[src/rtl/ysyx_25010008_clint.sv]
// ============================================================================
// Module      : ysyx_25010008_clint
// Description : Timer-only core-local interruptor; 64-bit mtime read over AXI4-Lite AR/R.
// Revision    : 1.0
// ============================================================================
`default_nettype none

module ysyx_25010008_clint #(
    parameter logic [31:0] MTIME_LO_ADDR = 32'ha000_0048,
    parameter logic [31:0] MTIME_HI_ADDR = 32'ha000_004c
) (
    input  logic        clock,
    input  logic        reset,
    input  logic [31:0] araddr,
    input  logic        arvalid,
    output logic        arready,
    input  logic        rready,
    output logic [31:0] rdata,
    output logic [1:0]  rresp,
    output logic        rvalid
);

    localparam logic [1:0] c_RESP_OKAY   = 2'b00;
    localparam logic [1:0] c_RESP_SLVERR = 2'b10;

    typedef enum logic [0:0] {
        S_IDLE = 1'b0,
        S_RESP = 1'b1
    } state_t;

    state_t      r_state;
    logic [63:0] r_mtime;
    logic        r_arready;
    logic        r_rvalid;
    logic [31:0] r_rdata;
    logic [1:0]  r_rresp;

    logic [31:0] w_rdata_sel;
    logic [1:0]  w_rresp_sel;

    always_ff @(posedge clock or posedge reset) begin
        if (reset) begin
            r_mtime <= 64'd0;
        end else begin
            r_mtime <= r_mtime + 64'd1;
        end
    end

    // Exact 32-bit match only; every other address answers SLVERR with zero data.
    always_comb begin
        w_rdata_sel = 32'd0;
        w_rresp_sel = c_RESP_SLVERR;
        if (araddr == MTIME_LO_ADDR) begin
            w_rdata_sel = r_mtime[31:0];
            w_rresp_sel = c_RESP_OKAY;
        end else if (araddr == MTIME_HI_ADDR) begin
            w_rdata_sel = r_mtime[63:32];
            w_rresp_sel = c_RESP_OKAY;
        end
    end

    always_ff @(posedge clock or posedge reset) begin
        if (reset) begin
            r_state   <= S_IDLE;
            r_arready <= 1'b1;
            r_rvalid  <= 1'b0;
            r_rdata   <= 32'd0;
            r_rresp   <= c_RESP_OKAY;
        end else begin
            case (r_state)
                S_IDLE: begin
                    if (arvalid && r_arready) begin
                        r_state   <= S_RESP;
                        r_arready <= 1'b0;
                        r_rvalid  <= 1'b1;
                        r_rdata   <= w_rdata_sel;
                        r_rresp   <= w_rresp_sel;
                    end
                end
                S_RESP: begin
                    if (r_rvalid && rready) begin
                        r_state   <= S_IDLE;
                        r_arready <= 1'b1;
                        r_rvalid  <= 1'b0;
                    end
                end
                default: begin
                    r_state   <= S_IDLE;
                    r_arready <= 1'b1;
                    r_rvalid  <= 1'b0;
                end
            endcase
        end
    end

    assign arready = r_arready;
    assign rvalid  = r_rvalid;
    assign rdata   = r_rdata;
    assign rresp   = r_rresp;

endmodule

`default_nettype wire

[config.mk]
export PLATFORM = sky130hd
export DESIGN_NAME = ysyx_25010008_clint
export DESIGN_NICKNAME = d
export VERILOG_FILES = /design/src/rtl/ysyx_25010008_clint.sv
export SDC_FILE = /design/constraint.sdc
export NUM_CORES = 1
export LEC_CHECK = 0
export BUFFER_PORTS_ARGS = -buffer_cell sky130_fd_sc_hd__buf_2
export CAP_MARGIN = 25
export CORE_MARGIN = 5
export CORE_UTILIZATION = 51
export DETAILED_ROUTE_END_ITERATION = 10
export PLACE_DENSITY = 0.86
export RECOVER_POWER = 100
export SLEW_MARGIN = 20
export SYNTH_ARGS = -nofsm -noshare
export SYNTH_HDL_FRONTEND = slang
export SYNTH_SLANG_ARGS = --single-unit
[constraint.sdc]
create_clock -name clock -period 3.14 [get_ports clock]
set_input_delay 0.471 -clock clock [delete_from_list [all_inputs] [get_ports clock]]
set_output_delay 0.471 -clock clock [all_outputs]
set_load 0.01 [all_outputs]
==> results of run 1 <==
## routing by layer
layer  global-route usage  part of all wire  vias to the layer above
met5                    0                 0                        -
met2                0.337              0.49                       93
met4               0.0658             0.019                        0
met1                0.254              0.43                     1783
met3               0.0409             0.053                       14
li1                     -                 -                     1668
## sequential cells by signal, indices dropped and copies added, names as in the netlist
signal   count
r_state      1
rresp        1
arready      1
rvalid       1
r_mtime     64
rdata       32
## final timing paths
check / end / slack [ns] / depth (start not counted)
worst max-delay path: r_mtime[56]$_DFF_PP0_ / 0.80 / 6
min in group asynchronous: r_state$_DFF_PP0_ / 0.46 / 2
worst max register to register: r_mtime[56]$_DFF_PP0_ / 0.80 / 6
worst min register to register: r_mtime[63]$_DFF_PP0_ / 0.48 / 1
worst min-delay path: rvalid$_DFFE_PP0P_ / 0.31 / 2
max in group asynchronous: r_mtime[40]$_DFF_PP0_ / 1.72 / 3
## report_power, final
part           leakage [uW]  internal [uW]  switching (uW)
clock network      0.000109            446             442
registers           0.00138           1290               0
logic               0.00101           29.1            42.9
## metrics by stage
stage                     utilization  total power (uW)  cells  area (um^2)  hold slack (ns)
after floorplan                     -              1350    442         4760            0.441
after global placement          0.569              1380    609         5210            0.457
after detailed placement        0.569              1390    609         5210            0.465
after CTS                       0.593              2260    625         5430            0.153
after global routing            0.580              2320    625         5310            0.301
final                           0.580              2250    625         5310            0.313
## area by class of cell
cell class / count / share of cell area
repair buffers: 72 / 0.0622
inverters: 8 / 0.00589
flip-flops and latches: 100 / 0.471
multi-input cells: 318 / 0.394
clock buffers: 9 / 0.0233
clock inverters: 7 / 0.0172
well taps: 111 / 0.0261
## cells by family after synthesis
kind of cell               after synthesis  synth area share
buffers and inverters                   24            0.0205
xor gates and xnor gates                62             0.114
AOI/OAI and AO/OA                       36            0.0384
muxes                                   32            0.0673
DFF                                    100             0.526
other                                    1          0.000788
adders and majority gates                1           0.00263
and+or+nand+nor                        186             0.230
## cell usage after synthesis (all sizes together)
cell type   n
nand2      58
clkbuf     11
dfstp       1
o21ai      32
a21oi       3
buf         5
xnor2      36
and3        6
and2        6
or2         1
nor2       29
and4bb      1
nand4      24
conb        1
nor3        9
and4        9
nor4        9
dfrtp      99
ha          1
xor2       26
nand3      29
inv         8
o21a        1
mux2i      32
nor4b       5
## cells in the final DEF (no fill, tap or decap), types with 26 or more instances in the layout
master,n
clkbuf_1,36
nand2_1,58
o21ai_0,32
nand3_1,29
mux2i_1,32
buf_2,35
xor2_1,26
nor2_1,29
xnor2_1,36
dfrtp_1,99
==> flow_summary.json, run 1 <==
{
  "yosys_warnings": 0,
  "fin_ws_ns": 0.799,
  "post_synth_num_cell_types": 35,
  "min_period_ns": 2.34,
  "syn_nets": 479,
  "start_kind": "flop",
  "syn2layout_area_growth_pct": 11.6,
  "wire_per_inst_um": 16.8,
  "drcViolationCount": 0,
  "cts_hold_buf": 0,
  "place_ws_ns": 0.989,
  "n_fill_cell": 731,
  "ant_nets": 0,
  "drt-initial-drc-count": 278,
  "p_per_area_mw_per_mm2": 423,
  "peakVddDrop_uv": 196,
  "layout-drive-gt1-share": 0.123,
  "grt_usage": 0.198,
  "setup_viol": 0,
  "violations": "capacitance limit, slew limit",
  "grt_pass1_wl_um": 18000,
  "fin_setup_tns_ns": 0,
  "die_x_um": 107,
  "tritoncts": "yes",
  "hold_start": "rready",
  "grt-ovfl-total": 0,
  "clock-sinks": 100,
  "hold_viol": 0,
  "cp.arrival_ns": 2.64,
  "crit_family": "simple AND/OR/NAND/NOR gates",
  "multi_input_area_mm2": 0.00209,
  "coreArea_mm2": 0.00915,
  "leakagePower_uw": 0.00250,
  "path_clk_slew_ns": 0.09,
  "grt_max_degree": 66,
  "cts_buffer_depth": 2,
  "synth-seq-cells": 100,
  "initial_core_util": 0.520,
  "cts_resized": 0,
  "worstReg2RegStart": "r_mtime[0]$_DFF_PP0_",
  "tightest_slew_ns": 1.87,
  "hp-class": "in2reg",
  "cp_max_fo": 9,
  "max-slew-margin-rel": -0.247,
  "seq_area_frac_synth": 0.526,
  "vias": 3558,
  "crit_chain": "ha_1, and4_1, and4_1, nand4_1, nor3_1, xor2_1",
  "fin_skew_ns": 0.0138,
  "regArea_mm2": 0.00250,
  "num_rows": 35,
  "cts_root_buf": "clkbuf_8",
  "end_kind": "flop",
  "wl_um": 10500,
  "path_class": "reg2reg",
  "layout.nets": 546,
  "port_buffers": 70,
  "diodes": 0,
  "startpoint": "r_mtime[0]$_DFF_PP0_",
  "synth.largest_area_cell": "dfrtp_1",
  "post-cts-setup-buffer-count": 0,
  "status": "finished with violations",
  "finalCritPeriodShare": 0.746,
  "clk_latency_ns": 0.37,
  "drv_slew": 70,
  "design.die.area_mm2": 0.0114,
  "rsz0062_at_grt": "no",
  "cts_made_buffers": 9,
  "fp.dieH_um": 107,
  "syn_inst": 442,
  "slowest_delay_ns": 0.48,
  "grt_pass1_vias": 3582,
  "syn_area_per_cell_um2": 10.8,
  "io_pins": 72,
  "dr.pass1.iters": 4,
  "antenna_found_initial": 0,
  "place_hpwl_um": 7470,
  "critPathBufInv": 0,
  "gp_congestion": 0.862,
  "ctsHtreeMaxLevel": 3,
  "viasPerCell": 5.69,
  "path_common_cell": "and4_1",
  "worstPathRequired_ns": 3.44,
  "cp_slowest_cell": "and4_1",
  "cap_violations": 2,
  "max_freq_mhz": 427,
  "synth_top_area_share": 0.520,
  "synthTopCellsByArea": "dfrtp_1 (52%), mux2i_1 (6.7%), xnor2_1 (6.6%)",
  "syn_area_mm2": 0.00476
}
Power figures use the tool's default switching activity.
==> run 2: changes to the inputs <==
Settings changed: ABC_AREA set to 1, CORE_UTILIZATION 51 to 55.
Clock period 3.14 ns to 2.2 ns, I/O delays scaled along.
==> flow_summary.json, run 2 <==
{
  "gp_congestion": 0.992,
  "muxShareOfSynthArea": 0,
  "cts_resized": 0,
  "worstReg2RegEnd": "r_mtime[59]$_DFF_PP0_",
  "async_flop_share": 1.00,
  "syn_nets": 834,
  "pwr-share-comb": 0.027,
  "p_per_area_mw_per_mm2": 494,
  "syn_area_per_cell_um2": 7.21,
  "clk_latency_ns": 0.38,
  "min_to": "arready$_DFFE_PP1P_",
  "yosys_warnings": 0,
  "tritoncts": "yes",
  "top_register": "r_mtime",
  "worst_r2r_path_depth": 8,
  "tightest_slew_ns": 1.35,
  "fin_skew_ns": 0.0182,
  "grt_pass1_wl_um": 26200,
  "seq_area_frac_synth": 0.436,
  "max-slew-margin-rel": 0.0976,
  "cp_slowest_cell": "dfrtp_1",
  "hp-class": "in2reg",
  "synth-seq-cells": 100,
  "layout_common_cells": "nand2_1 (314), nor2_1 (117), dfrtp_1 (99)",
  "cts_buffer_depth": 2,
  "fin_ws_ns": 0.313,
  "post-cts-setup-buffer-count": 0,
  "drv_slew": 0,
  "grt_max_degree": 101,
  "hold_depth": 3,
  "postLayoutCellArea_mm2": 0.00635,
  "ctsHtreeMaxLevel": 3,
  "rrSetupSlack_ns": 0.31,
  "syn_inst": 797,
  "path_common_cell": "nand2_1",
  "clock-sinks": 100,
  "antenna_found_initial": 0,
  "cap_violations": 0,
  "ys.flop_type": "dfrtp_1",
  "grt_pass1_vias": 5065,
  "vias": 5271,
  "largest_reg_flops": 64,
  "leakagePower_uw": 0.00301,
  "synth.largest_area_cell": "dfrtp_1",
  "cts_made_buffers": 9,
  "path_clk_slew_ns": 0.11,
  "initial_core_util": 0.559,
  "seqPwrFrac": 0.586,
  "start_kind": "flop",
  "status": "finished clean",
  "cts_root_buf": "clkbuf_8",
  "cp_max_fo": 7,
  "rsz0062_at_grt": "no",
  "post_synth_num_cell_types": 33,
  "wire_per_inst_um": 16.0,
  "die_x_um": 112,
  "worstReg2RegStart": "r_mtime[0]$_DFF_PP0_",
  "setup_viol": 0,
  "p_clk_frac": 0.387,
  "design.die.area_mm2": 0.0126,
  "slowest_delay_ns": 0.50,
  "yosys.area_share.simple": 0.428,
  "layout.nets": 901,
  "synth_compound_area_frac": 0.00958,
  "synth_edf_count": 0,
  "dp.cells": 989,
  "syn2layout_area_growth_pct": 10.4,
  "num_rows": 37,
  "layout-drive-gt1-share": 0.0921,
  "place_hpwl_um": 12000,
  "fp.dieH_um": 112,
  "synthTopCellsByArea": "dfrtp_1 (43%), nand2_1 (20%), nand3_1 (7.3%)",
  "grt-ovfl-total": 0,
  "diodes": 0,
  "finalCritPeriodShare": 0.858,
  "crit_chain": "nand2_2, nor2_1, inv_1, nor2_1, and2_2, nand2_1, nand2_1, nand2_1",
  "synth_top_family_by_area": "simple AND/OR/NAND/NOR gates",
  "path_class": "reg2reg",
  "p_sw_frac": 0.233,
  "drt-initial-drc-count": 354,
  "mostFrequentLayoutCell": "nand2_1",
  "detailed_place.area_mm2": 0.00628,
  "synth_top_area_share": 0.431,
  "syn_area_mm2": 0.00575,
  "coreArea_mm2": 0.0103,
  "fin_cells": 1005,
  "max_freq_mhz": 530,
  "io_pins": 72,
  "hold_start": "rready",
  "dr.pass1.iters": 5,
  "synth_xor_area_frac": 0.0714,
  "synthAdderAreaFrac": 0.00218,
  "drcViolationCount": 0,
  "netlist_top_cells_count": "nand2_1 (309), nor2_1 (111), dfrtp_1 (99)",
  "p_sw_uw": 731,
  "grt_usage": 0.261,
  "synth.most_common_cell": "nand2_1",
  "cp.arrival_ns": 2.16,
  "place_ws_ns": 0.444,
  "viasPerCell": 5.24,
  "p_int_uw": 2400,
  "cts_hold_buf": 0,
  "hold_viol": 0,
  "peakVddDrop_uv": 287,
  "ant_nets": 0,
  "port_buffers": 70,
  "worstPathRequired_ns": 2.47,
  "wl_um": 16000,
  "min_period_ns": 1.89,
  "fin_setup_tns_ns": 0,
  "hold_slack_ns": 0.208,
  "end_kind": "flop",
  "n_fill_cell": 995
}
[run 2: cell count changes in the layout (fill, tap and decap cells not counted), moves of 15 or more]
cell	before	now
inv_1	7	51
nor2_1	29	117
nand2_1	58	314
nand3_1	29	85
mux2i_1	32	0
o21ai_0	32	9
nand4_1	22	7
[run 2: cell type report]
type,instances,area (um^2),share of cell area
clock buffers,10,128,0.0201
clock inverters,6,70.1,0.0110
inverters,54,206,0.0325
multi-input cells,623,2880,0.454
flip-flops and latches,100,2500,0.395
well taps,136,170,0.0268
repair buffers,76,385,0.0607
[run 2: power groups by stage]
stage               sequential [uW]  clock (uW)  combinational [uW]
global route                   1840        1310                98.7
finish                         1840        1210                83.4
CTS                            1840        1230                90.5
detailed placement             1870           0                90.3
floorplan                      1870           0                44.6
global placement               1870           0                88.3
[run 2: worst max path at each step]
stage	slack (ns)	cells past startpoint	start	endpoint
CTS	0.41	9	r_mtime[0]$_DFF_PP0_	r_mtime[60]$_DFF_PP0_
finish	0.31	8	r_mtime[0]$_DFF_PP0_	r_mtime[59]$_DFF_PP0_
floorplan	0.62	9	r_mtime[0]$_DFF_PP0_	r_mtime[60]$_DFF_PP0_
detailed placement	0.44	9	r_mtime[0]$_DFF_PP0_	r_mtime[60]$_DFF_PP0_
global placement	0.43	7	r_mtime[15]$_DFF_PP0_	r_mtime[53]$_DFF_PP0_
global route	0.14	9	r_mtime[0]$_DFF_PP0_	r_mtime[60]$_DFF_PP0_
[run 2: logic make-up after synthesis]
logic type	count (synthesis)
flops	100
fa+ha+maj	1
compound gates	11
simple gates	564
xor+xnor	46
buf+inv	74
other cells	1
[run 2: layer usage]
layer,vias to the layer above,wire length (um),global-route usage
met5,-,0,0
met4,0,308,0.0617
met3,22,1190,0.0555
met2,195,7450,0.424
met1,2445,7100,0.361
li1,2609,-,-
[run 2: per-stage QoR]
| stage | power, uW | utilization |
|---|---|---|
| after CTS | 3160 | 0.630 |
| after detailed placement | 1960 | 0.611 |
| final | 3130 | 0.617 |
| after global placement | 1960 | 0.611 |
| after global routing | 3240 | 0.617 |
| after floorplan | 1920 | - |
[run 2: worst max-delay path: cells and delay by family (launching register included)]
family        cells  cell delay (ns)
buf+inv           1             0.08
flops             1             0.50
simple gates      7             1.20
==> run 3: changes to the inputs <==
Settings changed: ABC_CLOCK_PERIOD_IN_PS set to 2200, CTS_CLUSTER_DIAMETER set to 50, PLACE_DENSITY 0.86 to 0.74.
==> flow_summary.json, run 3 (synthesis results as in run 2) <==
{
  "status": "finished clean",
  "antenna_found_initial": 0,
  "die_x_um": 112,
  "io_pins": 72,
  "crit_family": "simple AND/OR/NAND/NOR gates",
  "seqPwrFrac": 0.607,
  "path_common_cell": "nand2_1",
  "layout.nets": 907,
  "cts_resized": 0,
  "grt_pass1_wl_um": 26800,
  "cts_made_buffers": 9,
  "critPathBufInv": 1,
  "min_period_ns": 1.93,
  "cp_max_fo": 7,
  "worstPathRequired_ns": 2.48,
  "slowest_delay_ns": 0.49,
  "final_util": 0.614,
  "dp.cells": 994,
  "p_int_uw": 2290,
  "cp.arrival_ns": 2.21,
  "port_buffers": 70,
  "drcViolationCount": 0,
  "grt_max_degree": 57,
  "mostFrequentLayoutCell": "nand2_1",
  "path_clk_slew_ns": 0.10,
  "cts_root_buf": "clkbuf_8",
  "fp.dieH_um": 112,
  "max-slew-margin-rel": 0.372,
  "regArea_mm2": 0.00250,
  "dr.pass1.iters": 5,
  "largest_reg_flops": 64,
  "layout_common_cells": "nand2_1 (314), nor2_1 (119), dfrtp_1 (99)",
  "fin_setup_tns_ns": 0,
  "crit_chain": "ha_1, inv_1, nor2_4, nand2_1, nor3_1, nand2_1, nand2_1, nand2_1",
  "fin_skew_ns": 0.00827,
  "ant_nets": 0,
  "viasPerCell": 5.30,
  "drv_slew": 0,
  "cp_slowest_cell": "dfrtp_1",
  "grt_pass1_vias": 5162,
  "peakVddDrop_uv": 374,
  "wl_um": 16400,
  "cap_violations": 0,
  "layout-drive-gt1-share": 0.0937,
  "p_per_area_mw_per_mm2": 479,
  "drt-initial-drc-count": 375,
  "syn2layout_area_growth_pct": 9.82,
  "clock-sinks": 100,
  "hold_slack_ns": 0.230,
  "path_class": "reg2reg",
  "post-cts-setup-buffer-count": 0,
  "grt_usage": 0.269,
  "num_rows": 37,
  "cts_buffer_depth": 2,
  "initial_core_util": 0.559,
  "detailed_place.area_mm2": 0.00629,
  "diodes": 0,
  "top_register": "r_mtime",
  "multi_input_area_mm2": 0.00286,
  "pwr-share-comb": 0.028,
  "end_kind": "flop",
  "rsz0062_at_grt": "no",
  "vias": 5358,
  "hp-class": "in2reg",
  "max_freq_mhz": 517,
  "p_sw_frac": 0.245,
  "leakagePower_uw": 0.00302,
  "fin_cells": 1011,
  "coreArea_mm2": 0.0103,
  "p_sw_uw": 740,
  "tightest_slew_ns": 0.943,
  "hold_viol": 0,
  "design.die.area_mm2": 0.0126,
  "postLayoutCellArea_mm2": 0.00631,
  "finalCritPeriodShare": 0.878,
  "p_clk_frac": 0.364,
  "clk_latency_ns": 0.38,
  "ctsHtreeMaxLevel": 3,
  "rrSetupSlack_ns": 0.27,
  "tritoncts": "yes",
  "wire_per_inst_um": 16.2,
  "grt-ovfl-total": 0,
  "setup_viol": 0,
  "place_hpwl_um": 12900,
  "gp_congestion": 0.947,
  "start_kind": "flop",
  "n_fill_cell": 1001
}
run 3: changes by cell type in the layout (fill, tap and decap cells not counted), sizes merged:
cell,previous run,this run
clkinv,0,6
buf,38,42
clkinvlp,4,2
inv,55,53
bufinv,1,0
dlygate4sd3,0,1
run 3: power by group through the flow:
| stage | registers, uW | clock network (uW) | logic [uW] |
|---|---|---|---|
| 6_report | 1840 | 1100 | 85.7 |
| 2_1_floorplan | 1870 | 0 | 44.6 |
| 4_1_cts | 1840 | 1130 | 93.5 |
| 5_1_grt | 1840 | 1220 | 101 |
| 3_5_place_dp | 1870 | 0 | 91.5 |
| 3_3_place_gp | 1870 | 0 | 88.6 |
run 3: area by class of cell:
type                    count  area share
flip-flops and latches    100       0.397
inverters                  54      0.0323
clock buffers               9      0.0196
well taps                 136      0.0270
multi-input cells         623       0.453
clock inverters             7     0.00813
repair buffers             82      0.0634
run 3: final timing paths:
kind / start / cells after the start / endpoint
worst max-delay path: r_mtime[0]$_DFF_PP0_ / 8 / r_mtime[56]$_DFF_PP0_
worst min-delay path: rready / 3 / arready$_DFFE_PP1P_
worst max register to register: r_mtime[0]$_DFF_PP0_ / 8 / r_mtime[56]$_DFF_PP0_
worst min register to register: rdata[5]$_DFFE_PP0P_ / 2 / rdata[5]$_DFFE_PP0P_
max in group asynchronous: reset / 4 / r_mtime[26]$_DFF_PP0_
min in group asynchronous: reset / 3 / rdata[31]$_DFFE_PP0P_
run 3: worst register-to-register path, cell delays in order, from the launching register on:
cell	delay, ns
dfrtp_1	0.49
ha_1	0.29
inv_1	0.12
nor2_4	0.19
nand2_1	0.16
nor3_1	0.37
nand2_1	0.10
nand2_1	0.06
nand2_1	0.05
run 3: timing repair:
| item | in CTS | in global routing |
|---|---|---|
| endpoints found under the setup margin | 0 | 0 |
| hold endpoints to repair | 14 | 0 |
| hold buffers | 1 | 0 |
run 3: per-stage QoR:
step | total power [uW] | setup slack, ns
3_3_place_gp | 1960 | 0.490
5_1_grt | 3150 | 0.126
4_1_cts | 3060 | 0.450
6_report | 3020 | 0.268
2_1_floorplan | 1920 | 0.623
3_5_place_dp | 1960 | 0.466
run 3: metal layers:
layer | GRT usage | share of wire
met5 | 0 | 0
met4 | 0.114 | 0.030
met3 | 0.0383 | 0.073
met2 | 0.419 | 0.46
met1 | 0.379 | 0.44
